[src/rtl/egress_arbiter_pkg.sv]
`default_nettype none
// +----------------------------------------------------------------------+
// | Module      : egress_arbiter_pkg                                     |
// | Description : Shared types and constants for the D0/D1 egress        |
// |               arbiter (FSM encoding, source tags, default width).    |
// | Revision    : 1.0 - initial release                                  |
// +----------------------------------------------------------------------+
package egress_arbiter_pkg;

  localparam int DEFAULT_BW = 6;

  localparam logic SRC_D0 = 1'b0;
  localparam logic SRC_D1 = 1'b1;

  typedef enum logic [1:0] {
    ST_IDLE     = 2'd0,
    ST_SERVE_D0 = 2'd1,
    ST_SERVE_D1 = 2'd2
  } arb_state_t;

  // A programmed weight of zero still grants one word per turn.
  function automatic logic [3:0] eff_weight(input logic [3:0] peso);
    return (peso == 4'd0) ? 4'd1 : peso;
  endfunction

endpackage
`default_nettype wire

[src/rtl/egress_arbiter_if.sv]
`default_nettype none
// +----------------------------------------------------------------------+
// | Module      : egress_arbiter_if                                      |
// | Description : FIFO-side pop bus and merged valid/ready output stream |
// |               of the egress arbiter.                                 |
// | Revision    : 1.0 - initial release                                  |
// +----------------------------------------------------------------------+
interface egress_arbiter_if #(
  parameter int BW = egress_arbiter_pkg::DEFAULT_BW
);
  logic          D0_empty;
  logic          D1_empty;
  logic          D0_error_output;
  logic          D1_error_output;
  logic [BW-1:0] D0_data_out;
  logic [BW-1:0] D1_data_out;
  logic          D0_rd;
  logic          D1_rd;
  logic          out_valid;
  logic          out_ready;
  logic [BW-1:0] out_data;
  logic          out_src;

  // Arbiter side
  modport master (
    input  D0_empty, D1_empty, D0_error_output, D1_error_output,
    input  D0_data_out, D1_data_out, out_ready,
    output D0_rd, D1_rd, out_valid, out_data, out_src
  );

  // FIFO / link side
  modport slave (
    output D0_empty, D1_empty, D0_error_output, D1_error_output,
    output D0_data_out, D1_data_out, out_ready,
    input  D0_rd, D1_rd, out_valid, out_data, out_src
  );
endinterface
`default_nettype wire

[src/rtl/egress_arbiter_obuf.sv]
`default_nettype none
// +----------------------------------------------------------------------+
// | Module      : egress_obuf                                            |
// | Description : Tagged circular output buffer; head entry drives the   |
// |               output stream, push and pop may coincide.              |
// | Revision    : 1.0 - initial release                                  |
// +----------------------------------------------------------------------+
module egress_obuf
  import egress_arbiter_pkg::*;
#(
  parameter int BW    = DEFAULT_BW,
  parameter int DEPTH = 2
) (
  input  wire logic                     clk,
  input  wire logic                     reset_L,
  input  wire logic                     push,
  input  wire logic [BW-1:0]            push_data,
  input  wire logic                     push_src,
  input  wire logic                     pop,
  output logic [$clog2(DEPTH):0]        occ,
  output logic [BW-1:0]                 head_data,
  output logic                          head_src
);
  localparam int AW = $clog2(DEPTH);

  logic [BW-1:0]  r_data [DEPTH];
  logic           r_src  [DEPTH];
  logic [AW-1:0]  r_wptr;
  logic [AW-1:0]  r_rptr;
  logic [AW:0]    r_occ;
  logic           w_full;
  logic           w_pop_ok;
  logic           w_push_ok;

  assign w_full    = (r_occ == (AW+1)'(DEPTH));
  assign w_pop_ok  = pop & (r_occ != '0);
  assign w_push_ok = push & (~w_full | w_pop_ok);

  // Storage is cleared so the head reads as zero out of reset.
  always_ff @(posedge clk or negedge reset_L) begin
    if (!reset_L) begin
      for (int i = 0; i < DEPTH; i++) begin
        r_data[i] <= '0;
        r_src[i]  <= SRC_D0;
      end
      r_wptr <= '0;
      r_rptr <= '0;
      r_occ  <= '0;
    end else begin
      if (w_push_ok) begin
        r_data[r_wptr] <= push_data;
        r_src[r_wptr]  <= push_src;
        r_wptr         <= r_wptr + 1'b1;
      end
      if (w_pop_ok) begin
        r_rptr <= r_rptr + 1'b1;
      end
      case ({w_push_ok, w_pop_ok})
        2'b10:   r_occ <= r_occ + 1'b1;
        2'b01:   r_occ <= r_occ - 1'b1;
        default: r_occ <= r_occ;
      endcase
    end
  end

  assign occ       = r_occ;
  assign head_data = r_data[r_rptr];
  assign head_src  = r_src[r_rptr];

endmodule
`default_nettype wire

[src/rtl/egress_arbiter.sv]
`default_nettype none
// +----------------------------------------------------------------------+
// | Module      : egress_arbiter                                         |
// | Description : Weighted round-robin merge of the D0/D1 egress FIFOs   |
// |               into one buffered valid/ready stream. Define           |
// |               EGRESS_CNT_EN to build the delivered-word counters.    |
// | Revision    : 1.0 - initial release                                  |
// +----------------------------------------------------------------------+
module egress_arbiter
  import egress_arbiter_pkg::*;
#(
  parameter int BW         = DEFAULT_BW,
  parameter int OBUF_DEPTH = 2,
  parameter int CNT_W      = 16
) (
  input  wire logic          clk,
  input  wire logic          reset_L,
  egress_arbiter_if.master   bus,
  input  wire logic [3:0]    Peso_D0,
  input  wire logic [3:0]    Peso_D1,
  output logic               idle_arb,
  output logic [CNT_W-1:0]   cnt_D0,
  output logic [CNT_W-1:0]   cnt_D1
);
  localparam int OW = $clog2(OBUF_DEPTH) + 1;

  arb_state_t     r_state;
  arb_state_t     w_state_nxt;
  logic           r_last;
  logic           r_inflight;
  logic           r_inflight_src;
  logic           r_idle;
  logic [3:0]     r_burst_cnt;
  logic [3:0]     w_burst_nxt;
  logic [3:0]     r_weight;
  logic [3:0]     w_weight_nxt;
  logic [3:0]     w_cnt_inc;
  logic           w_elig0;
  logic           w_elig1;
  logic           w_rd0;
  logic           w_rd1;
  logic           w_valid;
  logic           w_pop;
  logic           w_room;
  logic           w_idle_cond;
  logic [OW-1:0]  w_occ;
  logic [OW:0]    w_level;
  logic [BW-1:0]  w_push_data;
  logic [BW-1:0]  w_head_data;
  logic           w_head_src;

  assign w_elig0 = ~bus.D0_empty & ~bus.D0_error_output;
  assign w_elig1 = ~bus.D1_empty & ~bus.D1_error_output;
  assign w_valid = (w_occ != '0);
  assign w_pop   = w_valid & bus.out_ready;

  // A word issued now lands in the buffer next cycle, so reserve its slot.
  assign w_level = (OW+1)'(w_occ) + (OW+1)'(r_inflight) - (OW+1)'(w_pop);
  assign w_room  = (w_level < (OW+1)'(OBUF_DEPTH));

  always_comb begin
    w_state_nxt  = r_state;
    w_burst_nxt  = r_burst_cnt;
    w_weight_nxt = r_weight;
    w_rd0        = 1'b0;
    w_rd1        = 1'b0;
    w_cnt_inc    = r_burst_cnt;
    case (r_state)
      ST_IDLE: begin
        if (w_elig0 && (!w_elig1 || r_last == SRC_D1)) begin
          w_state_nxt  = ST_SERVE_D0;
          w_weight_nxt = eff_weight(Peso_D0);
          w_burst_nxt  = '0;
        end else if (w_elig1) begin
          w_state_nxt  = ST_SERVE_D1;
          w_weight_nxt = eff_weight(Peso_D1);
          w_burst_nxt  = '0;
        end
      end
      ST_SERVE_D0: begin
        w_rd0       = w_elig0 & w_room;
        w_cnt_inc   = r_burst_cnt + {3'b000, w_rd0};
        w_burst_nxt = w_cnt_inc;
        if (w_cnt_inc >= r_weight || !w_elig0) begin
          w_burst_nxt = '0;
          if (w_elig1) begin
            w_state_nxt  = ST_SERVE_D1;
            w_weight_nxt = eff_weight(Peso_D1);
          end else if (w_elig0) begin
            w_weight_nxt = eff_weight(Peso_D0);
          end else begin
            w_state_nxt = ST_IDLE;
          end
        end
      end
      ST_SERVE_D1: begin
        w_rd1       = w_elig1 & w_room;
        w_cnt_inc   = r_burst_cnt + {3'b000, w_rd1};
        w_burst_nxt = w_cnt_inc;
        if (w_cnt_inc >= r_weight || !w_elig1) begin
          w_burst_nxt = '0;
          if (w_elig0) begin
            w_state_nxt  = ST_SERVE_D0;
            w_weight_nxt = eff_weight(Peso_D0);
          end else if (w_elig1) begin
            w_weight_nxt = eff_weight(Peso_D1);
          end else begin
            w_state_nxt = ST_IDLE;
          end
        end
      end
      default: w_state_nxt = ST_IDLE;
    endcase
  end

  assign w_idle_cond = ~w_elig0 & ~w_elig1 & ~r_inflight &
                       (w_occ == '0) & (r_state == ST_IDLE);

  always_ff @(posedge clk or negedge reset_L) begin
    if (!reset_L) begin
      r_state        <= ST_IDLE;
      r_last         <= SRC_D1;
      r_burst_cnt    <= '0;
      r_weight       <= 4'd1;
      r_inflight     <= 1'b0;
      r_inflight_src <= SRC_D0;
      r_idle         <= 1'b1;
    end else begin
      r_state     <= w_state_nxt;
      r_burst_cnt <= w_burst_nxt;
      r_weight    <= w_weight_nxt;
      if (w_rd0) begin
        r_last <= SRC_D0;
      end else if (w_rd1) begin
        r_last <= SRC_D1;
      end
      r_inflight     <= w_rd0 | w_rd1;
      r_inflight_src <= w_rd1 ? SRC_D1 : SRC_D0;
      r_idle         <= w_idle_cond;
    end
  end

  // FIFO read data is valid the cycle after rd; it goes straight into the buffer.
  assign w_push_data = (r_inflight_src == SRC_D1) ? bus.D1_data_out : bus.D0_data_out;

  egress_obuf #(
    .BW    (BW),
    .DEPTH (OBUF_DEPTH)
  ) u_obuf (
    .clk       (clk),
    .reset_L   (reset_L),
    .push      (r_inflight),
    .push_data (w_push_data),
    .push_src  (r_inflight_src),
    .pop       (w_pop),
    .occ       (w_occ),
    .head_data (w_head_data),
    .head_src  (w_head_src)
  );

  assign bus.D0_rd     = w_rd0;
  assign bus.D1_rd     = w_rd1;
  assign bus.out_valid = w_valid;
  assign bus.out_data  = w_head_data;
  assign bus.out_src   = w_head_src;
  assign idle_arb      = r_idle;

`ifdef EGRESS_CNT_EN
  logic [CNT_W-1:0] r_cnt_d0;
  logic [CNT_W-1:0] r_cnt_d1;

  always_ff @(posedge clk or negedge reset_L) begin
    if (!reset_L) begin
      r_cnt_d0 <= '0;
      r_cnt_d1 <= '0;
    end else if (w_pop) begin
      if (w_head_src == SRC_D1) begin
        r_cnt_d1 <= r_cnt_d1 + 1'b1;
      end else begin
        r_cnt_d0 <= r_cnt_d0 + 1'b1;
      end
    end
  end

  assign cnt_D0 = r_cnt_d0;
  assign cnt_D1 = r_cnt_d1;
`else
  assign cnt_D0 = '0;
  assign cnt_D1 = '0;
`endif

endmodule
`default_nettype wire

[src/flat_wrapper.sv]
// flat-port wrapper written by rule: the top's interface ports become plain ports
module egress_arbiter_flat import egress_arbiter_pkg::*;
#(
  parameter int BW         = DEFAULT_BW,
  parameter int OBUF_DEPTH = 2,
  parameter int CNT_W      = 16
)
  (clk, reset_L, Peso_D0, Peso_D1, idle_arb, cnt_D0, cnt_D1, bus_D0_empty, bus_D1_empty, bus_D0_error_output, bus_D1_error_output, bus_D0_data_out, bus_D1_data_out, bus_out_ready, bus_D0_rd, bus_D1_rd, bus_out_valid, bus_out_data, bus_out_src);
  egress_arbiter_if #(.BW(BW)) bus_i ();
  input  wire logic clk;
  input  wire logic reset_L;
  input  wire logic [3:0] Peso_D0;
  input  wire logic [3:0] Peso_D1;
  output logic idle_arb;
  output logic [CNT_W-1:0] cnt_D0;
  output logic [CNT_W-1:0] cnt_D1;
  input wire logic [$bits(bus_i.D0_empty)-1:0] bus_D0_empty;
  input wire logic [$bits(bus_i.D1_empty)-1:0] bus_D1_empty;
  input wire logic [$bits(bus_i.D0_error_output)-1:0] bus_D0_error_output;
  input wire logic [$bits(bus_i.D1_error_output)-1:0] bus_D1_error_output;
  input wire logic [$bits(bus_i.D0_data_out)-1:0] bus_D0_data_out;
  input wire logic [$bits(bus_i.D1_data_out)-1:0] bus_D1_data_out;
  input wire logic [$bits(bus_i.out_ready)-1:0] bus_out_ready;
  output wire logic [$bits(bus_i.D0_rd)-1:0] bus_D0_rd;
  output wire logic [$bits(bus_i.D1_rd)-1:0] bus_D1_rd;
  output wire logic [$bits(bus_i.out_valid)-1:0] bus_out_valid;
  output wire logic [$bits(bus_i.out_data)-1:0] bus_out_data;
  output wire logic [$bits(bus_i.out_src)-1:0] bus_out_src;
  assign bus_i.D0_empty = bus_D0_empty;
  assign bus_i.D1_empty = bus_D1_empty;
  assign bus_i.D0_error_output = bus_D0_error_output;
  assign bus_i.D1_error_output = bus_D1_error_output;
  assign bus_i.D0_data_out = bus_D0_data_out;
  assign bus_i.D1_data_out = bus_D1_data_out;
  assign bus_i.out_ready = bus_out_ready;
  assign bus_D0_rd = bus_i.D0_rd;
  assign bus_D1_rd = bus_i.D1_rd;
  assign bus_out_valid = bus_i.out_valid;
  assign bus_out_data = bus_i.out_data;
  assign bus_out_src = bus_i.out_src;
  egress_arbiter #(.BW(BW), .OBUF_DEPTH(OBUF_DEPTH), .CNT_W(CNT_W)) u_core (.clk(clk), .reset_L(reset_L), .bus(bus_i), .Peso_D0(Peso_D0), .Peso_D1(Peso_D1), .idle_arb(idle_arb), .cnt_D0(cnt_D0), .cnt_D1(cnt_D1));
endmodule
[config.mk]
export PLATFORM = sky130hd
export DESIGN_NAME = egress_arbiter_flat
export DESIGN_NICKNAME = d
export VERILOG_FILES = /design/src/rtl/egress_arbiter_pkg.sv /design/src/rtl/egress_arbiter_if.sv /design/src/rtl/egress_arbiter_obuf.sv /design/src/rtl/egress_arbiter.sv /design/src/flat_wrapper.sv
export SDC_FILE = /design/constraint.sdc
export NUM_CORES = 1
export LEC_CHECK = 0
export ABC_CLOCK_PERIOD_IN_PS = 8200
export CAP_MARGIN = 20
export CORE_ASPECT_RATIO = 0.75
export CORE_UTILIZATION = 35
export CTS_CLUSTER_DIAMETER = 60
export DETAILED_ROUTE_END_ITERATION = 7
export GPL_ROUTABILITY_DRIVEN = 0
export SYNTH_ARGS = -nofsm -noshare
export SYNTH_HDL_FRONTEND = slang
export SYNTH_SLANG_ARGS = --single-unit
[constraint.sdc]
create_clock -name clk -period 8.2 [get_ports clk]
set_clock_uncertainty 0.05 [all_clocks]
set_input_delay 1.23 -clock clk [delete_from_list [all_inputs] [get_ports clk]]
set_output_delay 1.23 -clock clk [all_outputs]
set_load 0.01 [all_outputs]
==> impl_metrics.toml, run 1 <==
[cells_and_area]
stdcell_count = 380
n_antenna_cell = 0
nets = 345
drive_gt1_share_pct = 10.70
syn_to_final_growth_pct = 17.04
num-fill-cells = 638

[grt]
grtUsageMet3_pct = 4.041
grt_pass1_wl_mm = 8.142
grt_pass1_vias = 1739
met1_usage_pct = 19.75
grt.overflow.total = 0
grt_usage_pct = 14.31
met2_usage_pct = 22.14
grt_max_degree = 33
grt.busiest_layer = "met2"
antenna_found_initial = 0

[route]
via_count = 1862
vias_per_cell = 4.900
dr.pass1.iters = 8
drc = 2
wl_per_cell_um = 12.56
drtIter0Drc = 89
antenna_left = 0
routed_wl_mm = 4.771

[logic_synthesis]
async_reset_ff_share_pct = 100.0
syn-instance-count = 263
synth_edf_count = 0
yosys_register_bits = 32
synth-warning-count = 0
synth_ff_type = "dfrtp_1"
yosysUniqueCellTypes = 46
ys_seq_area_share_pct = 33.30
syn_area_per_cell_sq_um = 9.187
syn-cell-area_sq_mm = 0.002416

[cts]
cts.clk_slew.worst_paths_ns = 0.07
cts_root_buf = "clkbuf_8"
cts_tree = "built"
cts_resized = 0
clock_latency_ns = 0.28
post_cts_buffers = 0
cts_buffers = 5
holdBufCountCts = 0
cts_buffer_depth = 2
cts_num_sinks = 32
cts-htree-levels = 2

[critical_path]
cp.required_ns = 6.92
ff2ff_setup_slack_ns = 3.96
crit_arrival_ns = 3.90
crit_path_max_fanout = 4
path_class = "input pin to output port"
crit_chain = "clkdlybuf4s50_1, and2_1, ha_1, nand2b_1, fa_1, xnor2_1, nand2_1, nor2_1, nand2_1, inv_1, clkdlybuf4s50_1"
endpoint_kind = "output port"
critPathMaxStageDelay_ns = 0.53
crit_family = "buffers and inverters"
cp_slowest_cell = "clkdlybuf4s50_1"
crit_path_start_kind = "input pin"
timing.critical_path.buf_inv = 3

[sta]
tightest_slew_ns = 0.5529
fin_crit_ns = 5.176
period_share_pct = 63.12
finalHoldViolations = 0
setup_viol = 0
setup_ws_ns = 3.024
rsz0062_at_grt = "false"
finalMaxSlewViolations = 0
fmax_ghz = 0.1932
setup_tns_ns = 0
max-slew-margin-rel_pct = 63.14

[placement]
dp_cells = 373
dpl.hpwl_mm = 3.772
dp_slack_ns = 3.012
io_buffers = 37

[power]
seqPwrFrac_pct = 33.2
switchingPower_uw = 308.2
switching_share_pct = 38.71
ir_drop_v = 0.0001286
p_per_area_mw_per_mm2 = 281.5
p_int_uw = 487.9
combPwrFrac_pct = 50.4
clkPwrFrac_pct = 16.4
cellLeakagePower_nw = 1.274
p_total_uw = 796.1

[die]
num_rows = 25
io_pins = 70
die_h_um = 73.96
initial_utilization_pct = 37.31
core_area_sq_mm = 0.006475
die_x_um = 97.94
dieArea_sq_mm = 0.007243

[status]
failed_checks = "DRC"
status = "finished, violations left"

[job]
cap_viol_max_count = 0

[hold_path]
min_path_type = "flip-flop to flip-flop"
power groups by stage:
stage / Combinational (mW) / Sequential [mW] / Clock (mW)
after floorplan: 0.309 / 0.248 / 0
after global placement: 0.396 / 0.267 / 0
after detailed placement: 0.401 / 0.267 / 0
after CTS: 0.404 / 0.265 / 0.134
after global routing: 0.459 / 0.274 / 0.141
final: 0.401 / 0.264 / 0.130
routing by layer:
metal	vias up	part of all wire, %
met4	0	1.2
met1	871	51
li1	924	-
met3	7	6.1
met5	-	0
met2	60	42
state kept, by name, summed over array words and instances, names as in the netlist:
name	count
u_core.idle_arb	1
u_core.r_burst_cnt	4
u_core.r_inflight	1
u_core.r_inflight_src	1
u_core.r_last	1
u_core.r_state	2
u_core.r_weight	4
u_core.u_obuf.occ	2
u_core.u_obuf.r_data	12
u_core.u_obuf.r_rptr	1
u_core.u_obuf.r_src	2
u_core.u_obuf.r_wptr	1
worst register-to-register path, cell delays in order (launching register included):
cell and delay (ns):
dfrtp_1 0.44, or2_2 0.33, and2_1 0.20, ha_1 0.28
nand2b_1 0.16, fa_1 0.41, xnor2_1 0.13, nand2_1 0.12
nor2_1 0.07, ha_1 0.24, ha_1 0.32, ha_1 0.30
a211oi_1 0.41, o21ai_2 0.19, o2111ai_2 0.14, mux2_1 0.34
Yosys cell counts (2+ instances only):
cell type  count  area (sq um)
a211oi_1       3         22.52
a21oi_1       13         65.06
a22o_1         4         35.03
buf_1          2         7.510
buf_2          2         10.01
buf_4         33         247.7
clkbuf_1       3         11.26
dfrtp_1       29         725.7
dfstp_2        3         78.83
ha_1          18         225.2
inv_1         16         60.06
mux2_1         2         22.52
mux2_2         9         101.4
mux2i_1       10         100.1
nand2_1       20         75.07
nand2b_1       4         25.02
nand3_1        3         15.01
nor2_1        11         41.29
nor3_1        10         50.05
nor3b_1        3         22.52
o211ai_1       3         22.52
o21ai_0       22         110.1
o21ai_2        2         17.52
o22ai_1        5         31.28
o31ai_1        2         15.01
o32ai_1        2         17.52
or2_1          2         12.51
or2_2          2         12.51
xnor2_1        6         52.55
xor2_1         3         26.28
metrics by stage:
stage | util (%) | instance area (sq um) | hold WS (ns)
after floorplan | - | 2532 | 0.3701
after global placement | 42.18 | 2731 | 0.4078
after detailed placement | 42.18 | 2731 | 0.4047
after CTS | 43.67 | 2828 | 0.4154
after global routing | 43.67 | 2828 | 0.4409
final | 43.67 | 2828 | 0.4185
path summary, 6_finish.rpt:
check	startpoint	end	cells past startpoint
max in group asynchronous	reset_L	u_core.idle_arb	2
min	u_core.r_inflight	u_core.idle_arb	1
min in group asynchronous	reset_L	u_core.r_weight[1]	2
min reg2reg	u_core.r_inflight	u_core.idle_arb	1
max	bus_out_ready	bus_D0_rd	11
max reg2reg	u_core.u_obuf.occ[0]	u_core.r_state[0]	15
cell type report:
| type | count | area, sq um | share of cell area (%) |
|---|---|---|---|
| clock buffers | 7 | 96.34 | 3.407 |
| well taps | 81 | 101.3 | 3.584 |
| inverters | 16 | 60.06 | 2.124 |
| multi-input cells | 205 | 1380 | 48.81 |
| repair buffers | 39 | 385.4 | 13.63 |
| flip-flops and latches | 32 | 804.5 | 28.45 |
cell families (layout without fill, tap and decap cells):
logic type | Yosys count | count (layout) | share of synthesized area (%)
flip-flops | 32 | 32 | 33.30
adder cells (fa/ha/maj) | 19 | 19 | 10.15
AND/OR/NAND/NOR | 62 | 62 | 13.05
other | 1 | 32 | 0.1552
multiplexers | 22 | 22 | 9.891
buffers and inverters | 57 | 62 | 14.40
AO/OA/AOI/OAI | 61 | 61 | 15.80
XOR/XNOR | 9 | 9 | 3.263
placed cells by master, fill, tap and decap left out, types with 5 or more instances in the layout:
master / netlist / layout
nand2_1: 20 / 20
clkbuf_8: 0 / 7
o22ai_1: 5 / 5
xnor2_1: 6 / 6
clkdlybuf4s50_1: 0 / 37
a21oi_1: 13 / 13
ha_1: 18 / 18
mux2_2: 9 / 9
conb_1: 1 / 32
inv_1: 16 / 16
nor2_1: 11 / 11
mux2i_1: 10 / 10
nor3_1: 10 / 10
dfrtp_1: 29 / 29
o21ai_0: 22 / 22
No activity file was read; power rests on OpenSTA's default activity.
==> run 2, diff against run 1 <==
ABC_CLOCK_PERIOD_IN_PS = 4460   (was 8200)
clock period = 4.46 ns   (was 8.2 ns; I/O delays follow)
==> impl_metrics.toml, run 2 (synthesis gave the netlist of run 1 again) <==
[critical_path]
crit_family = "adder cells"
cp.required_ns = 4.61
cpMostUsedCell = "ha_1"
endpoint_kind = "flip-flop"
cp_slowest_cell = "clkdlybuf4s50_1"
crit_path_max_fanout = 4
crit_path_start_kind = "input pin"
crit_arrival_ns = 4.36
path_class = "input pin to flip-flop"
critPathMaxStageDelay_ns = 0.49
timing.critical_path.buf_inv = 2
crit_chain = "clkdlybuf4s50_1, and2_1, ha_1, nand2b_1, fa_1, xnor2_1, nand2_1, nor2_1, ha_1, ha_1, xor2_1, ha_1, o21ai_0, o21ai_2, buf_4, nand3_2, mux2i_1"

[sta]
period_share_pct = 94.43
max-slew-margin-rel_pct = 61.59
fmax_ghz = 0.2374
setup_viol = 0
finalMaxSlewViolations = 0
hold_ws_ns = 0.4205
setup_ws_ns = 0.2485
rsz0062_at_grt = "false"
tightest_slew_ns = 0.5762
fin_crit_ns = 4.212
finalHoldViolations = 0

[die]
die_h_um = 73.96
core_area_sq_mm = 0.006475
num_rows = 25
initial_utilization_pct = 37.31
dieArea_sq_mm = 0.007243
die_x_um = 97.94
io_pins = 70

[cells_and_area]
n_antenna_cell = 0
num-fill-cells = 664
stdcell_count = 385
top_regs = "u_core.u_obuf.r_data: 12 flops, u_core.r_burst_cnt: 4 flops, u_core.r_weight: 4 flops"
largest_reg_flops = 12
nets = 349
final_cell_mix = "clkdlybuf4s50_1 (37), conb_1 (32), dfrtp_1 (29)"
syn_to_final_growth_pct = 19.16
drive_gt1_share_pct = 12.50
fin_area_sq_mm = 0.002879
top_register = "u_core.u_obuf.r_data"
multi_input_area_sq_mm = 0.001390
ff_latch_area_sq_um = 804.5
layout.cells.most_common = "clkdlybuf4s50_1"

[cts]
cts.clk_slew.worst_paths_ns = 0.07
cts_buffers = 5
cts-htree-levels = 2
cts_num_sinks = 32
cts_root_buf = "clkbuf_8"
cts_tree = "built"
clock_latency_ns = 0.28
cts_buffer_depth = 2
post_cts_buffers = 0

[grt]
grt_pass1_wl_mm = 8.286
antenna_found_initial = 0
grt_pass1_vias = 1746
grt.overflow.total = 0
grt_max_degree = 33
grt_usage_pct = 14.73

[placement]
io_buffers = 37
dpl.hpwl_mm = 3.950
dp_slack_ns = -0.05953
dp_cells = 377
placed_cell_area_sq_mm = 0.002761

[power]
ir_drop_v = 0.0002651
cellLeakagePower_nw = 1.301
p_per_area_mw_per_mm2 = 532.0

[route]
wl_per_cell_um = 13.27
antenna_left = 0
drtIter0Drc = 81
vias_per_cell = 4.868
routed_wl_mm = 5.109
drc = 2
dr.pass1.iters = 8
via_count = 1874

[status]
failed_checks = "DRC"
status = "finished, violations left"

[job]
cap_viol_max_count = 0

[hold_path]
min_path_type = "flip-flop to flip-flop"
==> run 2: per-stage QoR <==
stage	setup TNS [ns]	util, %	power (mW)
2_1_floorplan	0	-	1.025
3_3_place_gp	-0.002615	42.65	1.226
3_5_place_dp	-0.1853	42.65	1.247
4_1_cts	0	44.31	1.530
5_1_grt	0	44.46	1.662
6_report	0	44.46	1.532
==> run 2: cell type report <==
type,count,area share (%)
Clock buffer,6,2.521
Sequential cell,32,27.94
Inverter,16,2.086
Clock inverter,2,1.217
Timing Repair Buffer,43,14.43
Tap cell,81,3.520
Multi-Input combinational cell,205,48.28
==> run 2: worst paths after layout <==
kind	from	endpoint	slack (ns)	cells past startpoint
hold reg to reg	u_core.r_inflight	u_core.idle_arb	0.42	1
min in group asynchronous	reset_L	u_core.r_state[1]	0.73	2
setup / recovery	bus_out_ready	u_core.r_weight[1]	0.25	17
setup reg to reg	u_core.u_obuf.occ[0]	u_core.r_weight[1]	0.28	17
max in group asynchronous	reset_L	u_core.r_weight[0]	3.30	2
hold / removal	u_core.r_inflight	u_core.idle_arb	0.42	1
==> run 2: repair_timing <==
action | in CTS | in global routing
resized for setup | 0 | 3
hold buffers | 0 | 0
setup endpoints to repair | 0 | 5
==> run 2: metal layers <==
metal | vias to the layer above | GRT usage, % | wire length, um
li1 | 937 | - | -
met1 | 889 | 20.78 | 2647
met2 | 43 | 22.61 | 2242
met3 | 5 | 3.008 | 162
met4 | 0 | 5.387 | 57
met5 | - | 0 | 0
==> run 2: report_power, final <==
part           switching (mW)  internal [mW]  leakage (nW)
combinational           0.397          0.372         0.835
sequential             0.0866          0.401         0.410
clock                   0.109          0.166        0.0552
total                   0.593          0.939          1.30
